===== config.mk =====
export PLATFORM = sky130hd
export DESIGN_NAME = branch_checkpoint_ctrl
export DESIGN_NICKNAME = d
export VERILOG_FILES = /design/src/rtl/mips_core_pkg.sv /design/src/rtl/ckpt_cam_match.sv /design/src/rtl/branch_checkpoint_ctrl.sv
export SDC_FILE = /design/constraint.sdc
export NUM_CORES = 1
export LEC_CHECK = 0
export BUFFER_PORTS_ARGS = -buffer_cell sky130_fd_sc_hd__buf_2
export CORE_ASPECT_RATIO = 1.4
export CORE_MARGIN = 5
export CORE_UTILIZATION = 42
export DETAILED_ROUTE_END_ITERATION = 6
export HOLD_SLACK_MARGIN = 0.12
export PLACE_DENSITY = 0.62
export REMOVE_ABC_BUFFERS = 1
export SYNTH_ARGS = -nofsm -noshare
export SYNTH_HDL_FRONTEND = slang
export SYNTH_SLANG_ARGS = --single-unit

===== constraint.sdc =====
create_clock -name clk -period 5.7 [get_ports clk]
set_input_delay 0 -clock clk [delete_from_list [all_inputs] [get_ports clk]]
set_output_delay 0 -clock clk [all_outputs]
set_load 0.02 [all_outputs]

===== src/rtl/mips_core_pkg.sv =====
// Shared types for the branch checkpoint controller: slot record, FSM states, default sizing.
package mips_core_pkg;
    localparam int CKPT_NUM   = 4;
    localparam int CKPT_IDX_W = $clog2(CKPT_NUM);
    localparam int CKPT_ID_W  = 20;

    typedef enum logic {CKPT_RUN, CKPT_RECOVER} ckpt_fsm_e;

    typedef struct packed {
        logic                 valid;
        logic                 resolved;
        logic [CKPT_ID_W-1:0] id;
    } ckpt_slot_t;
endpackage


===== src/rtl/ckpt_cam_match.sv =====
// N-way equality compare of a resolve id against the live checkpoint ids; purely combinational.
module ckpt_cam_match #(
    parameter  int N     = 4,
    parameter  int ID_W  = 20,
    localparam int IDX_W = $clog2(N)
) (
    input  logic [ID_W-1:0]  key,
    input  logic [N-1:0]     valid,
    input  logic [ID_W-1:0]  ids [N],
    output logic             hit,
    output logic [N-1:0]     onehot,
    output logic [IDX_W-1:0] idx
);
    always_comb begin
        onehot = '0;
        idx    = '0;
        for (int i = 0; i < N; i++) begin
            onehot[i] = valid[i] && (ids[i] == key);
            if (onehot[i]) idx = IDX_W'(i);
        end
        hit = |onehot;
    end
endmodule


===== src/rtl/branch_checkpoint_ctrl.sv =====
// Branch checkpoint allocator: circular slot FIFO, in-order retire, mispredict squash + restore pulse.
// Define BRANCH_CKPT_STATS_EN to add saturating grant / mispredict / full-stall counters.
module branch_checkpoint_ctrl
    import mips_core_pkg::*;
#(
    parameter  int NUM_CKPT = CKPT_NUM,
    parameter  int ID_WIDTH = CKPT_ID_W,
    localparam int IDX_W    = $clog2(NUM_CKPT),
    localparam int CNT_W    = IDX_W + 1
) (
    input  logic                clk,
    input  logic                rst,
    input  logic                alloc_req,
    input  logic [ID_WIDTH-1:0] alloc_id,
    output logic                alloc_gnt,
    output logic [IDX_W-1:0]    alloc_idx,
    output logic                full,
    input  logic                resolve_valid,
    input  logic [ID_WIDTH-1:0] resolve_id,
    input  logic                resolve_mispredict,
    output logic                restore_valid,
    output logic [IDX_W-1:0]    restore_idx,
    output logic [ID_WIDTH-1:0] flush_id,
    output logic                branch_pending,
    output logic [ID_WIDTH-1:0] oldest_pending_id
`ifdef BRANCH_CKPT_STATS_EN
    ,
    output logic [31:0]         stat_alloc,
    output logic [31:0]         stat_mispredict,
    output logic [31:0]         stat_full_stall
`endif
);
    ckpt_slot_t          slots    [NUM_CKPT];
    ckpt_slot_t          slot_nxt [NUM_CKPT];
    logic [ID_WIDTH-1:0] slot_ids [NUM_CKPT];
    logic [NUM_CKPT-1:0] slot_valid;
    logic [NUM_CKPT-1:0] hit_onehot;
    logic [IDX_W-1:0]    head, tail, head_nxt, tail_nxt, hit_idx, off_m, off_i;
    logic [CNT_W-1:0]    count, count_nxt;
    logic                cam_hit, in_run, mispredict_hit, correct_hit, head_retire;
    ckpt_fsm_e           state, state_nxt;

    always_comb begin
        for (int i = 0; i < NUM_CKPT; i++) begin
            slot_valid[i] = slots[i].valid;
            slot_ids[i]   = ID_WIDTH'(slots[i].id);
        end
    end

    ckpt_cam_match #(.N(NUM_CKPT), .ID_W(ID_WIDTH)) u_cam (
        .key    (resolve_id),
        .valid  (slot_valid),
        .ids    (slot_ids),
        .hit    (cam_hit),
        .onehot (hit_onehot),
        .idx    (hit_idx)
    );

    assign in_run         = (state == CKPT_RUN);
    assign mispredict_hit = in_run && resolve_valid && cam_hit && resolve_mispredict;
    assign correct_hit    = in_run && resolve_valid && cam_hit && !resolve_mispredict;
    assign alloc_gnt      = in_run && alloc_req && !full && !mispredict_hit;
    assign alloc_idx      = tail;
    // A squash that starts at head takes the head with it, so it must not also count as a retire.
    assign head_retire    = slots[head].valid && slots[head].resolved
                            && !(mispredict_hit && hit_idx == head);
    // Distance from head orders slots by age, independent of id values.
    assign off_m          = hit_idx - head;

    always_comb begin
        slot_nxt  = slots;
        head_nxt  = head;
        tail_nxt  = tail;
        count_nxt = count + CNT_W'(alloc_gnt) - CNT_W'(head_retire);
        off_i     = '0;
        if (correct_hit) slot_nxt[hit_idx].resolved = 1'b1;
        if (alloc_gnt) begin
            slot_nxt[tail] = '{valid: 1'b1, resolved: 1'b0, id: CKPT_ID_W'(alloc_id)};
            tail_nxt       = tail + IDX_W'(1);
        end
        if (head_retire) begin
            slot_nxt[head] = '0;
            head_nxt       = head + IDX_W'(1);
        end
        if (mispredict_hit) begin
            for (int i = 0; i < NUM_CKPT; i++) begin
                off_i = IDX_W'(i) - head;
                if (off_i >= off_m) slot_nxt[i] = '0;
            end
            tail_nxt  = hit_idx;
            count_nxt = CNT_W'(off_m) - CNT_W'(head_retire);
        end
    end

    always_comb begin
        state_nxt = state;
        case (state)
            CKPT_RUN:     if (mispredict_hit) state_nxt = CKPT_RECOVER;
            CKPT_RECOVER: state_nxt = CKPT_RUN;
            default:      state_nxt = CKPT_RUN;
        endcase
    end

    always_comb begin
        branch_pending = 1'b0;
        for (int i = 0; i < NUM_CKPT; i++)
            branch_pending = branch_pending | (slots[i].valid & ~slots[i].resolved);
        oldest_pending_id = branch_pending ? ID_WIDTH'(slots[head].id) : '0;
    end

    always_ff @(posedge clk or posedge rst) begin
        if (rst) begin
            for (int i = 0; i < NUM_CKPT; i++) slots[i] <= '0;
            head          <= '0;
            tail          <= '0;
            count         <= '0;
            full          <= 1'b0;
            state         <= CKPT_RUN;
            restore_valid <= 1'b0;
            restore_idx   <= '0;
            flush_id      <= '0;
        end else begin
            slots         <= slot_nxt;
            head          <= head_nxt;
            tail          <= tail_nxt;
            count         <= count_nxt;
            full          <= (count_nxt == CNT_W'(NUM_CKPT));
            state         <= state_nxt;
            restore_valid <= mispredict_hit;
            if (mispredict_hit) begin
                restore_idx <= hit_idx;
                flush_id    <= resolve_id;
            end
        end
    end

`ifdef BRANCH_CKPT_STATS_EN
    always_ff @(posedge clk or posedge rst) begin
        if (rst) begin
            stat_alloc      <= '0;
            stat_mispredict <= '0;
            stat_full_stall <= '0;
        end else begin
            if (alloc_gnt && stat_alloc != '1)             stat_alloc      <= stat_alloc + 32'd1;
            if (mispredict_hit && stat_mispredict != '1)   stat_mispredict <= stat_mispredict + 32'd1;
            if (alloc_req && full && stat_full_stall != '1) stat_full_stall <= stat_full_stall + 32'd1;
        end
    end
`endif
endmodule


## Yosys cells after proc, flatten, opt, wreduce, memory -nomap -nowiden

Index checks and enable logic that the tools add are counted.

| word-level totals | value |
|---|---|
| register bits after elaboration | 120 |
| logic and storage cells | 114 |

| operators by class | value |
|---|---|
| add/sub/neg operators | 10 |
| $lt $le $gt $ge | 10 |
| equal/unequal tests | 6 |
| muxes and demuxes | 28 |
| bitwise operators | 17 |
| reductions and logical operators | 23 |

Operator list:

| cell | number |
|---|---|
| 88-bit two-way mux | 4 |
| 88-bit bitwise mux | 2 |
| 22-bit two-way mux | 8 |
| 22-bit demux with 2-bit select | 3 |
| 88-bit AND | 1 |
| 88-bit NOT | 1 |
| 20-bit equality test | 4 |
| 22-bit binary-select mux with 2-bit select | 1 |
| 21-bit two-way mux | 1 |
| 20-bit two-way mux | 1 |
| 1-bit logical AND | 17 |
| 3-bit greater-or-equal comparator (second input constant) | 3 |
| 3-bit by 1-bit less-than comparator with 1-bit output (second input constant) | 3 |
| 2-bit NOT with 3-bit output | 3 |
| 2-bit greater-or-equal comparator | 4 |
| 2-bit two-way mux | 4 |
| 1-bit NOT | 5 |
| 2-bit by 1-bit adder with 2-bit output (second input constant) | 2 |
| 1-bit AND | 4 |
| 1-bit logical NOT | 4 |
| 4-bit OR reduction | 1 |
| 1-bit by 2-bit subtractor with 2-bit output (first input constant) | 2 |
| 2-bit subtractor (first input constant) | 2 |
| 3-bit by 1-bit adder with 3-bit output | 1 |
| 10 further kinds | 13 |

## Logic depth before layout (Yosys ltp)

Gate-level depths: netlist of the first run.

| depth | value |
|---|---|
| depth after elaboration | 18 |
| gate-level depth with buffers | 21 |

## Modules after synthesis

A second synthesis of the first run with hierarchy kept.

| second synthesis, totals | value |
|---|---|
| cells, all modules | 648 |
| area total of the unflattened synthesis | 7,050.5 µm² |

Modules (own cells, without submodules):

| module | instances | cells each | area an instance (µm²) | sequential area each (µm²) |
|---|---|---|---|---|
| branch_checkpoint_ctrl | 1 | 527 | 6,072.1 | 3,002.9 |
| ckpt_cam_match | 1 | 121 | 978.4 | 0.0 |

## Worst setup path before layout of the first run

OpenSTA, ideal clock, no wires.

| timing | value |
|---|---|
| path kind | reg-to-reg |
| start | register slots (netlist bit slot_ids[39]) |
| end | register full |
| data arrival time | 4,456 ps |
| required time | 5,575 ps |
| slack | 1,119 ps |
| stages on the path, launching flop included | 21 |
| path buffers | 0 |
| cell sequence | dfrtp_1 xnor2_1 nand2_1 or3b_2 or4_1 a21o_1 ha_1 nand2_1 nor4bb_1 a32oi_1 nor3_1 o32ai_1 ha_1 inv_1 ha_1 fa_1 xnor2_1 xnor2_1 nor2_1 nand2_1 a21oi_1 |

| between the ends | value |
|---|---|
| longest elaborated chain between the ends | 11 |
| elaborated cells between the ends (all ways) | 19 |
| classes of those cells | add/sub (4); eq/ne (3); mux (3); reduce/logical (9) |

Ends and longest elaborated chain:

| item | line | source |
|---|---|---|
| from (decl) | branch_checkpoint_ctrl.sv:33 | `ckpt_slot_t slots [NUM_CKPT];` |
| from (signal assigned) | branch_checkpoint_ctrl.sv:123 | `slots <= slot_nxt;` |
| 20-bit equality test (*) | ckpt_cam_match.sv:18 | `onehot[i] = valid[i] && (ids[i] == key);` |
| 1-bit logical AND (*) | ckpt_cam_match.sv:18 |  |
| 2-bit two-way mux (*) (2 in a row) | ckpt_cam_match.sv:19 | `if (onehot[i]) idx = IDX_W'(i);` |
| via hit_idx[0] | branch_checkpoint_ctrl.sv:38 | `logic [IDX_W-1:0] head, tail, head_nxt, tail_nxt, hit_idx, off_m, off_i;` |
| 2-bit equality test | branch_checkpoint_ctrl.sv:66 | `&& !(mispredict_hit && hit_idx == head);` |
| 1-bit logical AND | branch_checkpoint_ctrl.sv:66 |  |
| 1-bit logical NOT | branch_checkpoint_ctrl.sv:66 |  |
| 1-bit logical AND | branch_checkpoint_ctrl.sv:66 |  |
| 3-bit by 1-bit subtractor with 3-bit output / 2-bit by 1-bit subtractor with 3-bit output (equally long branches) | branch_checkpoint_ctrl.sv:74, branch_checkpoint_ctrl.sv:91 |  |
| 3-bit two-way mux (*) | branch_checkpoint_ctrl.sv:85 | `if (mispredict_hit) begin` |
| 3-bit equality test (*) | branch_checkpoint_ctrl.sv:127 | `full <= (count_nxt == CNT_W'(NUM_CKPT));` |
| to (signal assigned) | branch_checkpoint_ctrl.sv:127 |  |
| to (decl) | branch_checkpoint_ctrl.sv:17 | `output logic full,` |

The timed path passes the listed nets; every way through them passes the cells marked *.
A chain may end at the register's enable or synchronous reset.

## Final worst setup path of the first run

| timing | value |
|---|---|
| start | register slots (netlist bit slot_ids[23]) |
| end | register full |

Same word-level chain as after synthesis.

==> run summary, run 1 <==
The run finished with clean final reports. After detailed routing, the average wire length per cell comes to 24.3 um. The remaining antenna violation count was 0; the source-to-sink clock delay at the later pin of the worst-skew pair was 0.43 ns.

The number of clock buffers added by TritonCTS is 17. The count of antenna diodes in the layout came out at 0. The category of the worst setup path capture point was a register. The tools report the number of global-route vias before repair as 7,265. The total overflow left after global routing is 0. The buffer type at the clock tree root was sky130_fd_sc_hd__clkbuf_16. For the pin with the worst max-slew slack, the measured transition is 1.15 ns. Subtracting the final worst setup slack from the clock period gives 4.96 ns. The commonest register cell after synthesis is sky130_fd_sc_hd__dfrtp_1. Clock-pin slew was measured on the worst setup and hold paths at 0.05 ns. Count of fill cells added during filler insertion: 1,633. Max-cap violations in this run came to 0. The number of enable-type register cells in the synthesized netlist was 0.

Routability-driven placement finished with a final weighted congestion of 0.980. The effective utilization at floorplan is 42.9%, and the top-level port count is 93. After detailed routing, the number of remaining DRC violations is 0. The cell area that synthesis handed to floorplanning was 7760 sq um. The run gives 38.7% as the post-synthesis sequential area ratio.

Portion of total power attributed to combinational logic: 40.0%. The run gives 0.0198 ns as the worst clock skew. During synthesis, Yosys emitted a total of 0 warnings. The number of antenna violations at the first check in global routing is 0. The post-route netlist has 21.9% of its cells at a drive strength greater than 1. The mean instance size in the synthesized netlist was 9.67 sq um. Across all register-to-register paths, the minimum setup slack is 0.74 ns.

Dividing the detail-routed via count by the number of cells gives 6.25. TritonCTS built the clock tree. The synthesized design spends more area on one cell type than any other, namely sky130_fd_sc_hd__dfrtp_1.

After synthesis, the share of flip-flops with an asynchronous set or reset is 100%. The worst-path maximum fanout was 5; the overall power consumption was 3.96 mW. Global routing consumed, on the met3 layer, 4.90% of the routing resources.

The placeable core region was 18,100 sq um. In this design, the largest share of critical-path delay is due to simple AND/OR/NAND/NOR gates. Number of cells produced by synthesis: 802. The run gives 4 as the H-tree depth.

The endpoint identified for the worst register-to-register timing path is full. The worst setup path is launched from a register. The worst pin sits at a relative slew slack of 23.2%. For met2 alone, demand over resource in global routing was 46.2%. The arrival time of data at the critical path endpoint is 5.31 ns, and the number of register bits inferred by synthesis is 120.

The final worst-path cycle share is 86.9%. The maximum number of pins on one net before global-route repair is 78. Counting cells, the worst reg-to-reg path comes to 22.

The worst hold path class is input port to async pin. In the final design database the tool counted 959 nets. The power per unit of standard cell area is 426 nW/um^2. The share of the synthesized area in the top cell type works out to 38.7%. For this design, the slowest cell found on the critical path is sky130_fd_sc_hd__or4_1. VDD sags by at most 0.196 mV.

Yosys attributes the largest share of cell area to sky130_fd_sc_hd__dfrtp_1 (39%), sky130_fd_sc_hd__nand3_1 (11%), sky130_fd_sc_hd__a211oi_1 (7.7%). The wire-length estimate of the detail-placed layout is 18.3 mm. The run gives 58 as the row count.

Across every metal layer, demand over resource in global routing totals 26.2%. The area growth from synthesis to layout works out to 19.8%. Measured along the x axis, the die boundary spans 125 um. The share of total power dissipated in the clock network is 24.0%. The internal portion of total power was 2.39 mW; the hold violation total from the final report was 0. The total net switching power was 1.58 mW; the wire length after detailed routing was 27.8 mm. Setup repair after global routing left no endpoint under its margin. The part of the power in registers was 36.0%; the data required time of the worst path was 6.06 ns.

Counting along the longest clock path gives a buffer depth of 2. The critical path contains buffers and inverters numbering 3 combined. Net switching is 39.8% of the power. Setup-violating endpoint count in the final report: 0. The first detailed-routing pass took 5 iterations.

The die covers 21,300 sq um. For the peak clock frequency supported by timing, the log shows 202 MHz. The synthesized netlist contains 56 unique library cells.

The maximum single-stage delay on the critical path is 0.61 ns. Detailed routing inserted a total of 7,147 vias. In this run, the number of DRC markers left after iteration 0 of detailed routing was 711. Traced cell by cell, the critical path runs through xnor2_1, nand2_1, or3b_2, or4_1, a21o_1, ha_1, nand2_1, nor4bb_1, a32oi_1, nor3_1, buf_4, o32ai_1, buf_4, ha_1, inv_1, ha_1, fa_1, xnor2_1, xnor2_1, nor2_1, nand2_1, a21oi_1.

For this run, global-route usage on met1 was measured as 31.1%. For the final routed database, the setup TNS stands at 0 ns. For this design, the sink count on the clock tree is 120.

The commonest cells after synthesis are sky130_fd_sc_hd__nand3_1 (174), sky130_fd_sc_hd__dfrtp_1 (120), sky130_fd_sc_hd__a211oi_1 (80). The y dimension of the die works out to 171 um. In this run the most used layer during global routing was met2.

The number of buffers added on ports is 92. The tools report the leakage dissipation as 3.97 nW. The kind of critical path is register to register.

Number of pins with negative max-slew slack in the final report: 0. The worst register-to-register path begins at slot_ids[23]. In the post-synthesis netlist, the cell with the most instances is sky130_fd_sc_hd__nand3_1. The first global-routing pass estimated 43.2 mm of wire.

After clock tree synthesis, the setup repair step added 0 buffers.
metal layers:
layer / part of all wire [%] / vias up
li1: - / 3121
met1: 38 / 3565
met2: 51 / 365
met3: 6.4 / 96
met4: 4.3 / 0
met5: 0 / -
state kept, by name, summed over array words and instances, names as in the netlist:
name           count
slot_ids          80
flush_id          20
slot_valid         4
slots              4
count              3
alloc_idx          2
head               2
restore_idx        2
full               1
restore_valid      1
state              1
worst max-delay path by stage:
stage / to / depth (start not counted) / startpoint / slack, ns
4_1_cts: full / 22 / slot_ids[23] / 0.76
5_1_grt: full / 22 / slot_ids[23] / 0.36
6_report: full / 22 / slot_ids[23] / 0.74
3_3_place_gp: full / 22 / slot_ids[23] / 0.88
2_1_floorplan: full / 20 / slot_ids[39] / 1.07
3_5_place_dp: full / 22 / slot_ids[23] / 0.77
cell usage in the layout (no fill, tap or decap), types with 4 or more instances in the layout:
cell type / n
sky130_fd_sc_hd__ha_1: 17
sky130_fd_sc_hd__buf_4: 22
sky130_fd_sc_hd__o22ai_2: 4
sky130_fd_sc_hd__nor3_1: 14
sky130_fd_sc_hd__buf_2: 92
sky130_fd_sc_hd__xnor2_1: 65
sky130_fd_sc_hd__nand2_1: 16
sky130_fd_sc_hd__dlygate4sd3_1: 45
sky130_fd_sc_hd__nor2_1: 9
sky130_fd_sc_hd__clkinv_2: 5
sky130_fd_sc_hd__clkbuf_16: 17
sky130_fd_sc_hd__nor4_1: 8
sky130_fd_sc_hd__inv_1: 24
sky130_fd_sc_hd__and4_1: 4
sky130_fd_sc_hd__nor2b_1: 20
sky130_fd_sc_hd__or3b_2: 7
sky130_fd_sc_hd__nand3_1: 174
sky130_fd_sc_hd__mux2_2: 19
sky130_fd_sc_hd__xor2_1: 20
sky130_fd_sc_hd__a211oi_1: 80
sky130_fd_sc_hd__and2_1: 4
sky130_fd_sc_hd__dfrtp_1: 120
sky130_fd_sc_hd__nand4_1: 25
sky130_fd_sc_hd__a21oi_1: 13
sky130_fd_sc_hd__mux4_2: 20
sky130_fd_sc_hd__or4_1: 5
cell type report:
| class | count | area (sq um) | area share (%) |
|---|---|---|---|
| clock inverter | 5 | 25.0 | 0.269 |
| timing repair buffer | 159 | 1080 | 11.6 |
| tap | 240 | 300 | 3.23 |
| multi-input combinational | 571 | 4320 | 46.4 |
| clock buffer | 23 | 478 | 5.14 |
| inverter | 25 | 96.3 | 1.04 |
| sequential | 120 | 3000 | 32.3 |
worst register-to-register path, cell delays in order (launching register included):
cell and delay [ns]:
sky130_fd_sc_hd__dfrtp_1 0.40, sky130_fd_sc_hd__xnor2_1 0.26, sky130_fd_sc_hd__nand2_1 0.08, sky130_fd_sc_hd__or3b_2 0.45
sky130_fd_sc_hd__or4_1 0.61, sky130_fd_sc_hd__a21o_1 0.24, sky130_fd_sc_hd__ha_1 0.33, sky130_fd_sc_hd__nand2_1 0.11
sky130_fd_sc_hd__nor4bb_1 0.28, sky130_fd_sc_hd__a32oi_1 0.08, sky130_fd_sc_hd__nor3_1 0.17, sky130_fd_sc_hd__buf_4 0.18
sky130_fd_sc_hd__o32ai_1 0.08, sky130_fd_sc_hd__buf_4 0.17, sky130_fd_sc_hd__ha_1 0.26, sky130_fd_sc_hd__inv_1 0.04
sky130_fd_sc_hd__ha_1 0.19, sky130_fd_sc_hd__fa_1 0.37, sky130_fd_sc_hd__xnor2_1 0.19, sky130_fd_sc_hd__xnor2_1 0.10
sky130_fd_sc_hd__nor2_1 0.10, sky130_fd_sc_hd__nand2_1 0.06, sky130_fd_sc_hd__a21oi_1 0.13
through the flow:
stage / setup WS (ns) / util (%) / hold slack [ns] / cells / cell area (sq um)
2_1_floorplan: 1.07 / - / 0.149 / 716 / 7370
3_3_place_gp: 0.879 / 46.2 / 0.171 / 1070 / 8340
3_5_place_dp: 0.768 / 46.2 / 0.173 / 1070 / 8340
4_1_cts: 0.760 / 51.4 / 0.282 / 1143 / 9300
5_1_grt: 0.356 / 51.4 / 0.325 / 1143 / 9300
6_report: 0.745 / 51.4 / 0.232 / 1143 / 9300
power by group through the flow:
stage,Sequential (mW),Clock (mW),Combinational [mW]
floorplan,1.34,0,1.05
detailed placement,1.42,0,1.52
finish,1.43,0.951,1.59
global placement,1.41,0,1.51
global route,1.44,0.996,1.70
CTS,1.41,0.960,1.56
repair_timing:
item / 4_1_cts / 5_1_grt
hold buffers: 45 / 0
resized for setup: 0 / 0
hold endpoints to repair: 160 / 0
logic make-up (layout without fill, tap and decap cells):
| family | count (synthesis) | after routing | share of synthesized area (%) |
|---|---|---|---|
| AO/OA/AOI/OAI | 116 | 116 | 10.9 |
| XOR/XNOR | 85 | 85 | 9.60 |
| AND/OR/NAND/NOR | 306 | 306 | 21.8 |
| adder cells (fa/ha/maj) | 20 | 20 | 3.52 |
| buffers and inverters | 111 | 212 | 6.19 |
| multiplexers | 44 | 44 | 9.34 |
| flip-flops | 120 | 120 | 38.7 |
Note: power is estimated with default switching activity, not from simulation.
==> inputs of run 2 (changes only) <==
--- a/config.mk
+++ b/config.mk
@@ -6,7 +6,6 @@
 export NUM_CORES = 1
 export LEC_CHECK = 0
 export BUFFER_PORTS_ARGS = -buffer_cell sky130_fd_sc_hd__buf_2
-export CORE_ASPECT_RATIO = 1.4
 export CORE_MARGIN = 5
 export CORE_UTILIZATION = 42
 export DETAILED_ROUTE_END_ITERATION = 6
==> run summary, run 2 (synthesis results as in run 1) <==
Headroom to the max-slew limit came out at 23.2%. The maximum vdd drop came out at 0.248 mV. The wire-length estimate of the detail-placed layout is 17.8 mm.

The tools report the clock sink count as 120. The library cell used most frequently in the layout, excluding fill and tap cells, is sky130_fd_sc_hd__nand3_1. Clock latency on the worst-skew pair, taken at its later pin, is 0.43 ns. The count of antenna diodes in the layout is 0, and the die width is 146 um. The number of buffers created by CTS came out at 17. The final layout contains routed wiring with a total length of 27.9 mm. The logs give 4.01 nW for the leakage dissipation and 52.1% for the core utilization of the finished layout. The tools report the number of post-CTS setup repair buffers as 0. Along the worst path, the maximum fanout reaches 5. Final hold analysis gives a worst-case slack of 0.365 ns. Static timing analysis puts the maximum clock frequency at 196 MHz.

The minimum clock period is 5.10 ns, and the placed instance area is 8340 sq um. The count of cells along the worst register-to-register path is 22, and the global-route usage over all layers is 26.2%. Summed over all layers, the global routing overflow is 0. The via-per-instance ratio was 6.34; the sequential cell area was 3000 sq um.

For this run, design rule violations remaining after detail routing come to 0. Clock tree synthesis selected as its root buffer the cell sky130_fd_sc_hd__clkbuf_16. The area growth from synthesis to layout is 21.4%. The setup-violating endpoint count in the final report came out at 0. Setup slack on the critical path of the routed design comes to 0.601 ns. Row generation in the floorplan step produced 49 rows. The run gives 0 as the number of instances resized during post-cts repair.

After clock tree synthesis, the clock-pin slew on the worst setup and hold paths is 0.06 ns. At the worst endpoint, the required time is 6.05 ns. Max-cap violations in this run came to 0. Entering global routing, the biggest net connects 79 pins. The hold violation total from the final report is 0.

The sort of element at the start of the critical path is a register. The global-route wire length before repair is 43.1 mm. Setup repair after global routing left no endpoint under its margin. No sink is reached through more buffers than the 2 on the longest clock path. The total negative slack for setup checks came out at 0 ns. The logs give 7,177 for the number of global-route vias before repair and 0 for the number of pins with negative max-slew slack in the final report.

After floorplanning, the core was sized to cover 18,100 sq um. The footprint of the multi-input gates was 4320 sq um; the routability congestion estimate was 0.947. Dividing the final minimum period by the clock period gives 89.5%. The tools report the category of the worst setup path capture point as a register. The worst setup path is of the register to register kind. Average routed wire per standard cell: 24.5 um. The first detailed-routing pass took 7 iterations.

For the final standard cell area without fillers, the log shows 9420 sq um. Summing over every cut layer, the via total after detailed routing is 7,203. The worst hold path class was input port to async pin. After layout, the design draws a total of 4.16 mW. Number of antenna violations at the first check in global routing: 0. The power per unit of standard cell area came out at 442 nW/um^2. The register with the most flip-flops in the layout has 80 of them. Of the cells placed in the final design, the portion with a size suffix greater than 1 is 22.5%. For the pin with the worst max-slew slack, the measured transition is 1.15 ns. The area of the die was 21,300 sq um; the effective utilization at floorplan was 42.9%. The tools report the top-level port count as 93.

The run gives 0 as the remaining antenna violation count. Leaving out fill and tap cells, the most frequent cells in the layout are sky130_fd_sc_hd__nand3_1 (174), sky130_fd_sc_hd__dfrtp_1 (120), sky130_fd_sc_hd__buf_2 (92), sky130_fd_sc_hd__a211oi_1 (80), sky130_fd_sc_hd__xnor2_1 (65). The H-tree generated during clock tree synthesis spans 4 levels. The run gives 5.44 ns as the arrival time of data at the critical path endpoint.

TritonCTS built the clock tree. For the final non-filler cell total, the log shows 1,137. The worst clock skew came out at 0.0109 ns. The number of cells after detailed placement is 1,060.

The flow ran to the end, and the final reports show no timing, DRC or antenna violations. The number of buffers added on ports was 92. The tools report the count of fill cells added during filler insertion as 1,660.

The first routing iteration left 809 violations. The floorplan step set the die height to 146 um. For this run, the post-layout net count is 960. Timing analysis after detailed placement gives a worst setup slack of 0.703 ns.
## run 2: changes by cell type in the layout (fill, tap and decap cells not counted), sizes merged
cell and change:
clkinvlp +5, clkinv -3, bufinv +4, clkbuf -2, buf +1
## run 2: power breakdown
| part | switching, mW | internal [mW] |
|---|---|---|
| logic | 0.893 | 0.685 |
| registers | 0.285 | 1.13 |
| clock network | 0.419 | 0.754 |
## run 2: path summary, 6_finish.rpt
| kind | start | endpoint | slack (ns) |
|---|---|---|---|
| worst max-delay path | slot_ids[23] | full | 0.60 |
| worst min-delay path | rst | slot_ids[28] | 0.37 |
| worst max register to register | slot_ids[23] | full | 0.60 |
| worst min register to register | flush_id[4] | flush_id[4] | 0.50 |
| max in group asynchronous | rst | slot_ids[53] | 4.10 |
| min in group clk | alloc_id[19] | slot_ids[19] | 0.40 |
## run 2: layout make-up
cell class	count	area share [%]
Multi-Input combinational cell	571	45.8
Sequential cell	120	31.9
Timing Repair Buffer	160	11.5
Clock buffer	21	4.89
Tap cell	229	3.04
Clock inverter	11	1.82
Inverter	25	1.02
## run 2: per-layer routing
metal  part of all wire, %  GRT usage (%)  up-vias  wire [um]
met2                    45           40.1      439      12700
li1                      -              -     3136          -
met5                     0              0        -          0
met4                   2.9           8.97        0        800
met3                   9.6           7.16       72       2690
met1                    42           35.9     3556      11700
## run 2: what timing repair did
action,4_1_cts,5_1_grt
hold buffers,45,0
endpoints found under the hold margin,183,0
setup endpoints to repair,0,0
## run 2: worst max-delay path, stage by stage (launching register included)
cell	delay [ns]
sky130_fd_sc_hd__dfrtp_1	0.40
sky130_fd_sc_hd__xnor2_1	0.21
sky130_fd_sc_hd__nand2_1	0.08
sky130_fd_sc_hd__or3b_2	0.47
sky130_fd_sc_hd__or4_1	0.61
sky130_fd_sc_hd__a21o_1	0.25
sky130_fd_sc_hd__ha_1	0.37
sky130_fd_sc_hd__nand2_1	0.12
sky130_fd_sc_hd__nor4bb_1	0.27
sky130_fd_sc_hd__a32oi_1	0.08
sky130_fd_sc_hd__nor3_1	0.17
sky130_fd_sc_hd__buf_4	0.18
sky130_fd_sc_hd__o32ai_1	0.08
sky130_fd_sc_hd__buf_4	0.17
sky130_fd_sc_hd__ha_1	0.27
sky130_fd_sc_hd__inv_1	0.04
sky130_fd_sc_hd__ha_1	0.20
sky130_fd_sc_hd__fa_1	0.40
sky130_fd_sc_hd__xnor2_1	0.21
sky130_fd_sc_hd__xnor2_1	0.11
sky130_fd_sc_hd__nor2_1	0.09
sky130_fd_sc_hd__nand2_1	0.06
sky130_fd_sc_hd__a21oi_1	0.17
